$ cat src/rtl/rr_arb8_idx.sv
// rr_arb8_idx: 8-requester round-robin arbiter with a registered binary grant index.
// A grant is held until the owner acks, drops its request, or the hold limit expires.
// At least one idle cycle always separates two grants (break-before-make downstream).
module rr_arb8_idx #(
  parameter int unsigned TIMEOUT = 16  // max grant hold in cycles; 0 disables expiry
) (
  input  logic       clk_i,
  input  logic       rst_ni,
  input  logic [7:0] req_i,
  input  logic       ack_i,
  output logic       gnt_valid_o,
  output logic [2:0] gnt_idx_o,
  output logic       timeout_o
);

  typedef enum logic [0:0] {StIdle, StGrant} state_e;

  localparam logic [15:0] TimeoutLast = 16'(TIMEOUT - 1);

  state_e      state_q, state_d;
  logic [2:0]  ptr_q, ptr_d;
  logic [2:0]  idx_q, idx_d;
  logic [15:0] cnt_q, cnt_d;
  logic        tmo_q, tmo_d;

  logic [2:0]  winner;
  logic        found;
  logic [2:0]  cand;
  logic        own_req;
  logic        expire;
  logic        rel;

  // Rotating priority scan: first set request starting at ptr_q and wrapping.
  always_comb begin
    winner = ptr_q;
    found  = 1'b0;
    cand   = '0;
    for (int unsigned i = 0; i < 8; i++) begin
      cand = ptr_q + 3'(i);
      if (!found && req_i[cand]) begin
        winner = cand;
        found  = 1'b1;
      end
    end
  end

  // Release conditions for the current owner; ack takes priority over expiry.
  always_comb begin
    own_req = req_i[idx_q];
    expire  = (TIMEOUT != 0) && (cnt_q == TimeoutLast);
    rel     = ack_i || !own_req || expire;
  end

  // State register and all output-driving flops.
  always_ff @(posedge clk_i or negedge rst_ni) begin
    if (!rst_ni) begin
      state_q <= StIdle;
      ptr_q   <= '0;
      idx_q   <= '0;
      cnt_q   <= '0;
      tmo_q   <= 1'b0;
    end else begin
      state_q <= state_d;
      ptr_q   <= ptr_d;
      idx_q   <= idx_d;
      cnt_q   <= cnt_d;
      tmo_q   <= tmo_d;
    end
  end

  // Next-state logic.
  always_comb begin
    state_d = state_q;
    ptr_d   = ptr_q;
    idx_d   = idx_q;
    cnt_d   = cnt_q;
    tmo_d   = 1'b0;
    case (state_q)
      StIdle: begin
        if (found) begin
          state_d = StGrant;
          idx_d   = winner;
          cnt_d   = '0;
        end
      end
      StGrant: begin
        if (cnt_q != 16'hFFFF) begin
          cnt_d = cnt_q + 16'd1;
        end
        if (rel) begin
          state_d = StIdle;
          // Served channel becomes lowest priority for the next scan.
          ptr_d   = idx_q + 3'd1;
          tmo_d   = expire && !ack_i && own_req;
        end
      end
      default: state_d = StIdle;
    endcase
  end

  // Outputs come straight from flops; no input-to-output combinational path.
  always_comb begin
    gnt_valid_o = (state_q == StGrant);
    gnt_idx_o   = idx_q;
    timeout_o   = tmo_q;
  end

endmodule

$ cat config.mk
export PLATFORM = sky130hd
export DESIGN_NAME = rr_arb8_idx
export DESIGN_NICKNAME = d
export VERILOG_FILES = /design/src/rtl/rr_arb8_idx.sv
export SDC_FILE = /design/constraint.sdc
export NUM_CORES = 1
export LEC_CHECK = 0
export CAP_MARGIN = 15
export CORE_ASPECT_RATIO = 0.8
export CORE_MARGIN = 2
export CORE_UTILIZATION = 28
export CTS_CLUSTER_SIZE = 30
export DETAILED_ROUTE_END_ITERATION = 7
export PLACE_DENSITY_LB_ADDON = 0.1
export SLEW_MARGIN = 30
export SYNTH_ARGS = -nofsm -noshare
export SYNTH_HDL_FRONTEND = slang
export SYNTH_SLANG_ARGS = --single-unit
$ cat constraint.sdc
create_clock -name clk_i -period 9.6 [get_ports clk_i]
set_clock_uncertainty 0.15 [all_clocks]
set_input_delay 1.92 -clock clk_i [delete_from_list [all_inputs] [get_ports clk_i]]
set_output_delay 1.92 -clock clk_i [all_outputs]
set_load 0.01 [all_outputs]
==> results.json <==
{
  "cell_area_reported_after_detailed_placement_mm2": 0.00246,
  "clock_latency_of_the_later_clocked_register_in_the_worst_skew_pair_ps": 260,
  "mappedNetlistArea_mm2": 0.00224,
  "grt_max_degree": 30,
  "root_buffer": "sky130_fd_sc_hd__clkbuf_8",
  "detail_route.drc_violations": 0,
  "slew_at_the_pin_closest_to_its_max_slew_limit_ps": 841,
  "grtUsageTotal_pct": 13.0,
  "post_drt_wl_per_cell_um": 16.3,
  "cts_resized": 0,
  "clk_pin_slew_worst_paths_ps": 80,
  "area_growth_pct": 11.8,
  "fmaxAchievable_mhz": 205,
  "gp_routability_congestion": 0.808,
  "final-max-slew-violation-count": 0,
  "min_path_type": "reg2reg",
  "postCtsSetupBuffers": 0,
  "cp_top_family": "compound AO/OA/AOI/OAI gates",
  "synthDominantAreaCellType": "sky130_fd_sc_hd__dfrtp_1",
  "critical_path_buf_inv_count": 1,
  "design.final.nets": 257,
  "post_synthesis_sequential_element_count": 24,
  "power.static_leakage_nw": 0.961,
  "cts_htree_levels": 1,
  "initial_core_util_pct": 28.5,
  "worst_hold_margin_ps": 416,
  "coreArea_mm2": 0.00784,
  "syn-num-nets": 246,
  "clock_path_buffers": 2,
  "grt_antenna_before_repair": 0,
  "power_switching_mw": 0.374,
  "detailedRoute.firstIterationViolations": 161,
  "drt-pass1-iter-count": 4,
  "power.share.sequential_pct": 22.4,
  "dominant_cell_by_count_in_the_synthesized_netlist": "sky130_fd_sc_hd__nor2_1",
  "run_status": "finished clean",
  "min_period_ps": 4870,
  "synth_warnings": 0,
  "yosysTopAreaCellShare_pct": 26.9,
  "fin_tns_setup_ps": 0,
  "yosysUniqueCellTypes": 50,
  "num_io_pins": 16,
  "antenna_cells": 0,
  "grt_setup_unrepaired": "false",
  "asr_flop_ratio_synth_pct": 100,
  "critPathSlowestCell": "sky130_fd_sc_hd__a22oi_1",
  "die_h_um": 83.9,
  "post_route_cells_drive_above_1_share_pct": 11.3,
  "total_power_mw": 0.779,
  "start_kind": "input port",
  "seq_area_frac_synth_pct": 26.9,
  "place.port_buffers": 15,
  "slew_headroom_pct": 43.9,
  "synth_enable_flop_cells": 0,
  "grt_pass1_vias": 1677,
  "detailed_place_hpwl_mm": 4.19,
  "final_hold_viol_count": 0,
  "max_cap_viol_count": 0,
  "cp_slowest_stage_delay_ps": 700,
  "synth.avg_cell_area_um2": 9.68,
  "postRouteAntennaNets": 0,
  "die_width_um": 104,
  "min_period_over_period_pct": 50.8,
  "critical_path.max_fanout": 16,
  "postCtsHoldBufs": 0,
  "synth_common_cells": "30 x sky130_fd_sc_hd__nor2_1, 24 x sky130_fd_sc_hd__dfrtp_1, 16 x sky130_fd_sc_hd__mux4_2, 16 x sky130_fd_sc_hd__nand2_1, 15 x sky130_fd_sc_hd__mux2i_1",
  "setup_violations": 0,
  "utilization_of_the_core_after_routing_pct": 31.9,
  "criticalPathCategory": "in2reg",
  "finalWirelength_mm": 5.68,
  "vias_per_instance": 5.24,
  "cts_buffers": 3,
  "powerDensity_mw_per_mm2": 311,
  "cts_tree": "yes",
  "power.share.combinational_pct": 70.0,
  "crit_path_cell_trace": "clkdlybuf4s50_1, mux2i_1, mux4_2, a22oi_1, o31a_1, nand3b_1, o21ai_1",
  "placement_rows": 29,
  "netSwitchingFraction_pct": 48.1,
  "worst-endpoint-required_ps": 9600,
  "clkPwrFrac_pct": 7.7,
  "synth_top_cells_by_area": "sky130_fd_sc_hd__dfrtp_1 27%, sky130_fd_sc_hd__mux4_2 16%, sky130_fd_sc_hd__mux2i_1 6.7%, sky130_fd_sc_hd__nor2_1 5.0%, sky130_fd_sc_hd__xnor2_1 4.7%",
  "grt_pass1_wl_mm": 9.11,
  "ys.flop_type": "sky130_fd_sc_hd__dfrtp_1",
  "die_area_mm2": 0.00872,
  "end_kind": "flip-flop",
  "dr_total_vias": 1825,
  "post_synthesis_cell_count": 231,
  "clock_sink_count": 24,
  "worst_ep_arrival_time_ps": 4870,
  "final_area_mm2": 0.00250,
  "grt-ovfl-total": 0,
  "intPower_mw": 0.404,
  "worst_ir_drop_vdd_uv": 78.5
}
-- metrics by stage --
step | setup slack, ps | cells
after floorplan | 5500 | 231
after global placement | 4520 | 345
after detailed placement | 4490 | 345
after CTS | 4770 | 348
after global routing | 4590 | 348
final | 4730 | 348
-- power by group through the flow --
stage               clock (mW)  sequential, mW  combinational [mW]
global route            0.0683           0.182               0.594
global placement             0           0.178               0.561
CTS                     0.0628           0.175               0.547
floorplan                    0           0.152               0.450
finish                  0.0597           0.174               0.545
detailed placement           0           0.177               0.545
-- final cells by class --
| type | instances | area (um2) |
|---|---|---|
| Multi-Input combinational cell | 191 | 1550 |
| Sequential cell | 24 | 601 |
| Inverter | 6 | 22.5 |
| Tap cell | 108 | 135 |
| Clock buffer | 3 | 41.3 |
| Timing Repair Buffer | 16 | 153 |
| Fill cell | 832 | 5340 |
-- cell families (layout without fill, tap and decap cells) --
family / after synthesis / count (layout) / share of synthesized area, %
muxes: 39 / 39 / 27.2
AOI/OAI and AO/OA: 36 / 36 / 11.6
adders and majority gates: 4 / 4 / 2.24
DFF: 24 / 24 / 26.9
buffers and inverters: 16 / 25 / 3.92
xor gates and xnor gates: 17 / 17 / 6.66
and+or+nand+nor: 95 / 95 / 21.5
-- cell usage in the layout, fill, tap and decap left out, types with 4 or more instances in the layout --
master                            count
sky130_fd_sc_hd__o21ai_0              5
sky130_fd_sc_hd__inv_1                5
sky130_fd_sc_hd__a21oi_1              7
sky130_fd_sc_hd__nand4_1              4
sky130_fd_sc_hd__nand3_1              8
sky130_fd_sc_hd__mux2_1               6
sky130_fd_sc_hd__mux4_2              16
sky130_fd_sc_hd__nor3_1               5
sky130_fd_sc_hd__nor2b_1              5
sky130_fd_sc_hd__ha_1                 4
sky130_fd_sc_hd__xnor2_1             12
sky130_fd_sc_hd__dfrtp_1             24
sky130_fd_sc_hd__nand2b_1             5
sky130_fd_sc_hd__clkdlybuf4s50_1     14
sky130_fd_sc_hd__nor2_1              30
sky130_fd_sc_hd__nor4_1               7
sky130_fd_sc_hd__xor2_1               5
sky130_fd_sc_hd__nand2_1             16
sky130_fd_sc_hd__mux2i_1             15
sky130_fd_sc_hd__nand3b_1             4
-- flip-flops by register name (all words and copies together), names as in the netlist --
signal,cells
timeout_o,1
gnt_valid_o,1
ptr_q,3
gnt_idx_o,3
cnt_q,16
-- path summary, 6_finish.rpt --
check | end | slack [ps] | start | cells past startpoint
min in group asynchronous | cnt_q[9] | 1480 | rst_ni | 1
max in group asynchronous | ptr_q[1] | 7450 | rst_ni | 1
setup / recovery | cnt_q[0] | 4730 | req_i[0] | 7
hold / removal | cnt_q[0] | 420 | cnt_q[0] | 1
setup reg to reg | cnt_q[0] | 5690 | ptr_q[1] | 7
hold reg to reg | cnt_q[0] | 420 | cnt_q[0] | 1
-- metal layers --
layer / share of wire (%) / routed length, um / up-vias / global-route usage (%)
met5: 0 / 0 / - / 0
met4: 0.48 / 27 / 0 / 2.21
met3: 3.4 / 194 / 2 / 2.58
met2: 41 / 2340 / 34 / 17.3
met1: 55 / 3120 / 896 / 21.4
li1: - / - / 893 / -
Note: power is estimated with default switching activity, not from simulation.
